`src/rtl/prog_ctr_seq_pkg.sv`:
```
// Shared definitions for the fetch-stage program counter: operation encoding and default sizes.
// Used by prog_ctr_seq and ret_stack.
package pc_pkg;

    localparam int D_DEF         = 10;
    localparam int OW_DEF        = 8;
    localparam int RAS_DEPTH_DEF = 4;

    typedef enum logic [2:0] {
        OP_HOLD,
        OP_RET,
        OP_CALL,
        OP_JUMP,
        OP_BRANCH,
        OP_SEQ
    } pc_op_t;

endpackage

```
`src/rtl/prog_ctr_seq_ret_stack.sv`:
```
// Circular return-address stack: a push when full overwrites the oldest entry.
// Overflow/underflow are same-cycle pulses for the caller's sticky error flag.
module ret_stack
    import pc_pkg::*;
#(
    parameter int D         = D_DEF,
    parameter int RAS_DEPTH = RAS_DEPTH_DEF
) (
    input  logic         clk,
    input  logic         reset,
    input  logic         push,
    input  logic         pop,
    input  logic [D-1:0] push_data,
    output logic [D-1:0] top,
    output logic         empty,
    output logic         full,
    output logic         overflow,
    output logic         underflow
);

    localparam int PW = (RAS_DEPTH > 1) ? $clog2(RAS_DEPTH) : 1;
    localparam int CW = $clog2(RAS_DEPTH + 1);

    logic [D-1:0]  mem [RAS_DEPTH];
    logic [PW-1:0] ptr;
    logic [PW-1:0] ptr_m1;
    logic [CW-1:0] count;

    // ptr addresses the next free slot; when full it also addresses the oldest entry
    assign ptr_m1    = ptr - PW'(1);
    assign top       = mem[ptr_m1];
    assign empty     = (count == '0);
    assign full      = (count == CW'(RAS_DEPTH));
    assign overflow  = push && full;
    assign underflow = pop && empty;

    always_ff @(posedge clk or negedge reset) begin
        if (!reset) begin
            ptr   <= '0;
            count <= '0;
        end else if (push) begin
            ptr <= ptr + PW'(1);
            if (!full)
                count <= count + CW'(1);
        end else if (pop && !empty) begin
            ptr   <= ptr_m1;
            count <= count - CW'(1);
        end
    end

    always_ff @(posedge clk) begin
        if (push)
            mem[ptr] <= push_data;
    end

endmodule

```
`src/rtl/prog_ctr_seq.sv`:
```
// Fetch-stage program counter with relative branch, stall and call/return.
// Define PC_RAS_EN to build the return-address stack; without it call acts as a jump and ret as an error.
module prog_ctr_seq
    import pc_pkg::*;
#(
    parameter int D         = D_DEF,
    parameter int OW        = OW_DEF,
    parameter int RAS_DEPTH = RAS_DEPTH_DEF
) (
    input  logic          clk,
    input  logic          reset,
    input  logic          stall,
    input  logic          absjump_en,
    input  logic [D-1:0]  target,
    input  logic          branch_en,
    input  logic [OW-1:0] offset,
    input  logic          call_en,
    input  logic          ret_en,
    input  logic          err_clr,
    output logic [D-1:0]  prog_ctr,
    output logic          ras_empty,
    output logic          ras_full,
    output logic          ras_err
);

    pc_op_t       op;
    logic [D-1:0] pc_inc;
    logic [D-1:0] off_ext;
    logic [D-1:0] next_pc;
    logic         err_event;

    assign pc_inc  = prog_ctr + D'(1);
    assign off_ext = D'($signed(offset));

    always_comb begin
        op = OP_SEQ;
        if (stall)           op = OP_HOLD;
        else if (ret_en)     op = OP_RET;
        else if (call_en)    op = OP_CALL;
        else if (absjump_en) op = OP_JUMP;
        else if (branch_en)  op = OP_BRANCH;
    end

`ifdef PC_RAS_EN
    logic [D-1:0] stk_top;
    logic         stk_empty;
    logic         stk_full;
    logic         stk_overflow;
    logic         stk_underflow;

    ret_stack #(.D(D), .RAS_DEPTH(RAS_DEPTH)) u_ret_stack (
        .clk       (clk),
        .reset     (reset),
        .push      (op == OP_CALL),
        .pop       (op == OP_RET),
        .push_data (pc_inc),
        .top       (stk_top),
        .empty     (stk_empty),
        .full      (stk_full),
        .overflow  (stk_overflow),
        .underflow (stk_underflow)
    );

    assign err_event = stk_overflow || stk_underflow;
    assign ras_empty = stk_empty;
    assign ras_full  = stk_full;
`else
    assign err_event = (op == OP_RET);
    assign ras_empty = 1'b1;
    assign ras_full  = 1'b0;
`endif

    always_comb begin
        next_pc = prog_ctr;
        case (op)
            OP_HOLD:   next_pc = prog_ctr;
`ifdef PC_RAS_EN
            OP_RET:    next_pc = stk_empty ? pc_inc : stk_top;
`else
            OP_RET:    next_pc = pc_inc;
`endif
            OP_CALL:   next_pc = target;
            OP_JUMP:   next_pc = target;
            OP_BRANCH: next_pc = prog_ctr + off_ext;
            default:   next_pc = pc_inc;
        endcase
    end

    always_ff @(posedge clk or negedge reset) begin
        if (!reset)
            prog_ctr <= '0;
        else
            prog_ctr <= next_pc;
    end

    // a new error in the same cycle as err_clr leaves the flag set
    always_ff @(posedge clk or negedge reset) begin
        if (!reset)
            ras_err <= 1'b0;
        else if (err_event)
            ras_err <= 1'b1;
        else if (err_clr)
            ras_err <= 1'b0;
    end

endmodule
```
`config.mk`:
```
export PLATFORM = sky130hd
export DESIGN_NAME = prog_ctr_seq
export DESIGN_NICKNAME = d
export VERILOG_FILES = /design/src/rtl/prog_ctr_seq_pkg.sv /design/src/rtl/prog_ctr_seq_ret_stack.sv /design/src/rtl/prog_ctr_seq.sv
export SDC_FILE = /design/constraint.sdc
export NUM_CORES = 1
export LEC_CHECK = 0
export ABC_AREA = 1
export BUFFER_PORTS_ARGS = -buffer_cell sky130_fd_sc_hd__clkbuf_2
export CORE_AREA = 3 3 55 57
export DETAILED_ROUTE_END_ITERATION = 12
export DIE_AREA = 0 0 58 60
export PLACE_DENSITY = 0.68
export SYNTH_ARGS = -nofsm -noshare
export SYNTH_HDL_FRONTEND = slang
export SYNTH_SLANG_ARGS = --single-unit
```
`constraint.sdc`:
```
create_clock -name clk -period 2.97 [get_ports clk]
set_clock_uncertainty 0.1 [all_clocks]
set_input_delay 0.297 -clock clk [delete_from_list [all_inputs] [get_ports clk]]
set_output_delay 0.297 -clock clk [all_outputs]
set_load 0.05 [all_outputs]
```
After elaboration in Yosys (flattened, before gate mapping)
Index checks and enable logic that the tools add are counted.
{"block": "op_classes", "addsub": 2, "n_eq_ne": 4, "n_mux": 8, "n_reduce_logical": 3}
{"operator": "10-bit one-hot mux with 3 select lines", "n": 1}
{"operator": "3-bit 2-to-1 mux", "n": 4}
{"operator": "10-bit by 1-bit adder with 10-bit output, second input constant", "n": 1}
{"operator": "10-bit adder", "n": 1}
{"operator": "3-bit by 2-bit == test with 1-bit output, second input constant", "n": 2}
{"operator": "3-bit by 1-bit == test with 1-bit output, second input constant", "n": 1}
{"operator": "3-bit == test, second input constant", "n": 1}
{"operator": "3-bit zero test", "n": 1}
{"operator": "1-bit 2-to-1 mux", "n": 3}
{"operator": "2-bit nonzero test", "n": 1}
{"operator": "2-bit OR reduction", "n": 1}
{"block": "word_totals", "reg_bits": 11, "input_bits": 26, "output_inout_bits": 13, "elab_cells": 19}

Longest topological paths before layout
Gate-level depths: netlist of the first run.
{"block": "depth", "depth_word": 8, "ltp_mapped": 17, "ltp_nobuf": 16}

Least setup slack after synthesis of the first run
Ideal clock, no wire load.
{"block": "synth_timing", "path_kind": "input -> register", "start": "in stall", "end": "reg prog_ctr[8]", "arrival_ps": 2055, "t_required_ps": 2752, "setup_slack_ps": 697, "path_stages": 16, "cell_sequence": "buf_6 nor2_8 nand2_4 nor2_8 inv_2 or2_1 ha_1 fa_1 nand3_1 nand2_1 nand2_1 nand2_1 nand2_1 nand3_1 nand2_1 nand2_1"}
{"block": "synth_between", "elab_chain_len": 4, "word_cells_on_any_way": 7}
{"item": "start: declaration", "line_no": "prog_ctr_seq.sv:12", "rtl": "input logic stall,"}
{"item": "3-bit 2-to-1 mux (*)", "line_no": "prog_ctr_seq.sv:37", "rtl": "if (stall) op = OP_HOLD;"}
{"item": "3-bit by 2-bit == test with 1-bit output", "line_no": "prog_ctr_seq.sv:75", "rtl": "case (op)"}
{"item": "2-bit OR reduction (no source line)"}
{"item": "10-bit one-hot mux with 3 select lines", "line_no": "prog_ctr_seq.sv:75"}
{"item": "end signal: assignment", "line_no": "prog_ctr_seq.sv:93", "rtl": "prog_ctr <= next_pc;"}
{"item": "end: declaration", "line_no": "prog_ctr_seq.sv:20", "rtl": "output logic [D-1:0] prog_ctr,"}
Mark *: on every way between the ends. The rest lies on a longest branch, timed or not.
A chain may end at the register's enable or synchronous reset.

Worst setup path after layout of the first run
Same ends and word-level chain as after synthesis.

==> out/metrics.yaml, run 1 <==
drive_gt1_share_pct: 22.9
sw_frac_of_total_pct: 52.3
sequentialPowerShare_pct: 29.0
clock.fmax_ghz: 0.432
worstMarginPinSlew_ns: 0.507
synth-seq-cells: 11
cp.arrival_ns: 2.40
viasPerCell: 4.85
gp_congestion: 0.854
cp-end-kind: "flop"
final_cell_area_mm2: 0.00136
outcome: "complete, no violations"
first_pass_iters: 4
grt_setup_unrepaired: "no"
drcViolationCount: 0
syn_area_mm2: 0.00114
grt_max_degree: 14
routed_wl_um: 2680
die_area_mm2: 0.00348
cts_buffers: 3
grt_pass1_vias: 1030
final_nets: 247
met2WireLength_um: 1160
synth_cell_types: 27
ir_drop_uv: 369
relSlewSlack_pct: 66.1
ys_seq_area_share_pct: 24.1
drt_iter0_drc: 42
root_buffer: "clkbuf_4"
vias: 1163
power.switching_uw: 405
insertion_delay_ns: 0.29
drv_slew: 0
combPwrFrac_pct: 56.1
syn_nets: 210
worst_slack_ns: 0.655
p_leak_nw: 0.857
hpwl_um: 2150
min_period_over_period_pct: 78.0
hold_violations: 0
antenna_cells: 0
start_util_pct: 45.3
wl_met3_um: 224
total_power_uw: 773
ant_nets: 0
row_count: 18
clock_sinks: 11
worstPathMaxFanout: 10
drv_cap: 0
p_int_uw: 369
worstPathRequired_ns: 3.05
cts_setup_buffers: 0
placed_area_mm2: 0.00132
startpoint_type: "input port"
synth_top_area_share_pct: 24.1
min_path_type: "input port to flop"
clkSlewWorstSetupHoldPaths_ns: 0.09
wire_per_inst_um: 11.2
hold_slack_ns: 0.0842
port_buffers: 36
top_layer: "met4"
grt-ovfl-total: 0
cts_tree: "built"
worstSetupPathType: "input port to flop"
yosysTopAreaCell: "dfrtp_1"
syn_area_per_cell_um2: 6.57
min_period_ns: 2.32
pre_cts_slack_ns: 0.349
setup_tns_ns: 0
die_x_um: 58
area_growth_pct: 18.6
powerDensity_mw_per_mm2: 571
antenna_found_initial: 0
htree_levels: 1
setup_viol: 0
clock_path_buffers: 2
p_clk_share_pct: 14.9
die_h_um: 60
postSynthCellCount: 174
wl_met1_um: 1250
grt_usage_pct: 17.2
grt_pass1_wl_um: 4570
yosys_warnings: 0
coreArea_mm2: 0.00252
io_pins: 39
synthTopCellsByArea: "dfrtp_1 24%, nand2_1 22%, ha_1 9.9%"
[metal layers]
metal | vias to the layer above | global-route usage [%]
li1 | 610 | -
met1 | 496 | 24.5
met2 | 52 | 25.8
met3 | 5 | 2.38
met4 | 0 | 7.28
met5 | - | 0
[path summary, 6_finish.rpt]
check	start	to	slack, ns	cells past startpoint
min in group asynchronous	reset	prog_ctr[3]	0.32	2
max in group asynchronous	reset	prog_ctr[7]	2.20	2
worst min register to register	prog_ctr[8]	prog_ctr[8]	0.42	2
worst max register to register	prog_ctr[0]	prog_ctr[8]	1.09	10
worst min-delay path	err_clr	ras_err	0.08	2
worst max-delay path	stall	prog_ctr[8]	0.65	16
[final cells by class]
type,instances,area [µm²]
Tap cell,30,37.5
Inverter,25,93.8
Timing Repair Buffer,37,190
Multi-Input combinational cell,133,731
Clock inverter,1,5.00
Sequential cell,11,275
Fill cell,281,1170
Clock buffer,3,22.5
[through the flow]
| stage | std cells | util (%) |
|---|---|---|
| 2_1_floorplan | 174 | - |
| 3_3_place_gp | 235 | 52.2 |
| 3_5_place_dp | 235 | 52.2 |
| 4_1_cts | 240 | 53.7 |
| 5_1_grt | 240 | 53.7 |
| 6_report | 240 | 53.7 |
[synthesized netlist by cell type, drive strengths merged]
master  number
fa           1
nand2       68
xnor2        2
nand3       17
nor2        15
a31oi        2
conb         2
nand4        1
ha           9
buf          5
o211ai       1
o21bai       1
or2          1
a21oi        6
o21ai        4
dfrtp       11
xor2         2
inv         25
o21a         1
[power by group through the flow]
| stage | Clock, mW | Sequential (mW) | Combinational (mW) |
|---|---|---|---|
| 2_1_floorplan | 0 | 0.357 | 0.205 |
| 3_3_place_gp | 0 | 0.228 | 0.430 |
| 3_5_place_dp | 0 | 0.228 | 0.434 |
| 4_1_cts | 0.119 | 0.224 | 0.437 |
| 5_1_grt | 0.123 | 0.232 | 0.483 |
| 6_report | 0.115 | 0.224 | 0.434 |
[cell usage in the layout (no fill, tap or decap)]
cell           instances
clkinv_2               1
clkbuf_2              36
dlygate4sd3_1          1
nand3_2                2
clkbuf_4               3
o21ai_0                2
nand2_4                2
nand3_1               15
a31oi_1                2
ha_1                   9
or2_1                  1
o21a_1                 1
o21ai_2                1
a21oi_1                6
o211ai_1               1
nand2_1               66
nor2_8                 2
o21ai_1                1
conb_1                 2
o21bai_1               1
inv_2                  1
inv_1                 24
xnor2_1                2
fa_1                   1
dfrtp_1               11
xor2_1                 2
nor2_1                13
nand4_1                1
[state kept, by name, indices dropped and copies added (netlist names)]
signal	count
prog_ctr	10
ras_err	1
[kinds of logic (layout without fill, tap and decap cells)]
kind of cell	count (synthesis)	in the layout	synth area share (%)
flip-flops	11	11	24.1
adder cells (fa/ha/maj)	10	10	11.6
AND/OR/NAND/NOR	102	102	40.9
AO/OA/AOI/OAI	15	15	7.78
XOR/XNOR	4	4	3.07
buffers and inverters	30	66	11.9
other	2	2	0.657
[timing repair]
item,CTS,global route
setup endpoints to repair,0,0
gates resized for setup,0,0
hold buffers,1,0
hold endpoints to repair,11,0
[worst max-delay path: stages]
cell      delay [ns]
clkbuf_2        0.22
nor2_8          0.18
nand2_4         0.07
nor2_8          0.10
inv_2           0.08
or2_1           0.21
ha_1            0.22
fa_1            0.42
nand3_1         0.11
nand2_1         0.10
nand2_1         0.09
nand2_1         0.06
nand2_1         0.05
nand3_1         0.06
nand2_1         0.08
nand2_1         0.04
Note: power is estimated with default switching activity, not from simulation.
==> run 2, diff against run 1 <==
clock period = 2.15 ns   (was 2.97 ns; I/O delays follow)
==> run 2 against run 1 <==
Net effect:
- cell count is 5.4% higher
- core utilization grew 4.0 points
- critical path depth did not move
- critical path type unchanged
- highest routed layer unchanged
==> out/metrics.yaml, run 2 (synthesis results as in run 1) <==
insertion_delay_ns: 0.29  # about the same
worstPathRequired_ns: 2.23  # was 3.05 ns
fillers: 251  # was 281
top_register: "prog_ctr"  # unchanged
hold_violations: 0  # unchanged
grt_pass1_wl_um: 4810  # was 4570 µm
slowest_stage: "fa_2"  # was fa_1
critPathBufInv: 3  # was 2
outcome: "complete, no violations"  # unchanged
crit_family: "simple AND/OR/NAND/NOR gates"  # unchanged
hold_slack_ns: 0.00919  # was 0.0842 ns
io_pins: 39  # unchanged
root_buffer: "clkbuf_4"  # unchanged
worstPathMaxFanout: 3  # was 10
final_nets: 260  # was 247
cpPeakStageDelay_ns: 0.35  # was 0.42 ns
first_pass_iters: 4  # unchanged
grt_pass1_vias: 1166  # was 1030
cts_buffers: 3  # unchanged
largestRegisters: "prog_ctr (10), ras_err (1)"  # unchanged
wire_per_inst_um: 11.4  # was 11.2 µm
drt_iter0_drc: 32  # was 42
min_path_type: "input port to flop"  # unchanged
drive_gt1_share_pct: 28.3  # was 22.9%
grt_setup_unrepaired: "no"  # unchanged
cp.arrival_ns: 2.01  # was 2.40 ns
powerDensity_mw_per_mm2: 763  # was 571 mW/mm²
die_x_um: 58  # unchanged
setup_viol: 0  # unchanged
gp_congestion: 0.822  # was 0.854
grt-ovfl-total: 0  # unchanged
clock_sinks: 11  # unchanged
drv_slew: 0  # unchanged
p_leak_nw: 0.919  # was 0.857 nW
die_area_mm2: 0.00348  # unchanged
area_growth_pct: 27.4  # was 18.6%
antenna_found_initial: 0  # unchanged
clkSlewWorstSetupHoldPaths_ns: 0.09  # about the same
grt_max_degree: 12  # was 14
die_h_um: 60  # unchanged
worst_slack_ns: 0.214  # was 0.655 ns
row_count: 18  # unchanged
htree_levels: 1  # unchanged
clock.fmax_ghz: 0.516
cts_tree: "built"  # unchanged
antenna_cells: 0  # unchanged
drv_cap: 0  # unchanged
min_period_over_period_pct: 90.1
largest_reg_flops: 10  # unchanged
port_buffers: 36  # unchanged
grt_usage_pct: 18.3  # was 17.2%
min_period_ns: 1.94
viasPerCell: 4.72  # was 4.85
final_cell_mix: "66 x nand2_1, 36 x clkbuf_2, 23 x inv_1, 15 x nand3_1"  # was 66 x nand2_1, 36 x clkbuf_2, 24 x inv_1, 15 x nand3_1, 13 x nor2_1
routed_wl_um: 2880  # was 2680 µm
timing.critical_path.mode_cell: "nand2_1"  # unchanged
coreArea_mm2: 0.00252  # unchanged
vias: 1193  # was 1163
cp-end-kind: "flop"  # unchanged
ir_drop_uv: 436  # was 369 µV
path_cells: "clkbuf_2 > nor2_1 > inv_2 > nor2_8 > inv_2 > or2_1 > ha_1 > fa_2 > nand3_1 > nand2_1 > nand2_1 > nand2_1 > nand2_1 > nand3_1 > nand2_1 > nand2_1"  # was clkbuf_2 > nor2_8 > nand2_4 > nor2_8 > inv_2 > or2_1 > ha_1 > fa_1 > nand3_1 > nand2_1 > nand2_1 > nand2_1 > nand2_1 > nand3_1 > nand2_1 > nand2_1
ant_nets: 0  # unchanged
startpoint_type: "input port"  # unchanged
clock_path_buffers: 2  # unchanged
drcViolationCount: 0  # unchanged
pre_cts_slack_ns: -0.111  # was 0.349 ns
hpwl_um: 2380  # was 2150 µm
worstSetupPathType: "input port to flop"  # unchanged
layout_commonest_cell: "nand2_1"  # unchanged
start_util_pct: 45.3  # unchanged
==> run 2: cell count changes in the layout (fill, tap and decap cells not counted), sizes merged <==
cell	change
buf	+13
==> run 2: cell type report <==
| class | instances | area [µm²] | share of cell area (%) |
|---|---|---|---|
| clock buffers | 3 | 22.5 | 1.55 |
| inverters | 25 | 93.8 | 6.45 |
| repair buffers | 50 | 288 | 19.8 |
| multi-input cells | 133 | 733 | 50.4 |
| flip-flops and latches | 11 | 275 | 18.9 |
| clock inverters | 1 | 5.00 | 0.344 |
| well taps | 30 | 37.5 | 2.58 |
==> run 2: path summary, 6_finish.rpt <==
| check | slack, ns | cells after the start | startpoint | to |
|---|---|---|---|---|
| min reg2reg | 0.43 | 2 | prog_ctr[6] | prog_ctr[6] |
| max in group asynchronous | 1.48 | 2 | reset | prog_ctr[9] |
| max | 0.21 | 16 | call_en | prog_ctr[8] |
| min | 0.009 | 2 | err_clr | ras_err |
| min in group asynchronous | 0.23 | 2 | reset | prog_ctr[3] |
| max reg2reg | 0.39 | 10 | prog_ctr[0] | prog_ctr[8] |
==> run 2: worst reg2reg max path, stage by stage (launching register included) <==
cell and delay, ns:
dfrtp_1 0.42, ha_1 0.24, fa_2 0.35, nand3_1 0.09, nand2_1 0.10, nand2_1 0.09
nand2_1 0.05, nand2_1 0.05, nand3_1 0.06, nand2_1 0.06, nand2_1 0.04
==> run 2: per-stage QoR <==
stage          util (%)  setup TNS, ns  total power [mW]  std cells  instance area, µm²
2_1_floorplan         -              0             0.778        174                1140
5_1_grt            57.7              0              1.20        253                1460
3_3_place_gp       56.2        -0.0507             0.943        248                1420
4_1_cts            57.7              0              1.12        253                1460
3_5_place_dp       56.2         -0.295             0.957        248                1420
6_report           57.7              0              1.11        253                1460
==> run 2: where the power goes <==
part | internal [mW] | switching [mW]
clock | 0.0692 | 0.0881
combinational | 0.214 | 0.430
sequential | 0.259 | 0.0510
total | 0.542 | 0.569
==> run 2: routing by layer <==
metal / share of wire (%) / wire length [µm] / vias up / track usage [%]
met5: 0 / 0 / - / 0
met4: 1.7 / 49 / 0 / 8.94
li1: - / - / 637 / -
met1: 46 / 1320 / 512 / 22.7
met3: 5.0 / 145 / 5 / 2.59
met2: 47 / 1360 / 39 / 31.0
==> run 2: what timing repair did <==
action                     in CTS  in global routing
hold buffers                    1                  0
resized for setup               0                  1
hold endpoints to repair       11                  0
buffers inserted                0                  0
setup endpoints to repair       0                  1
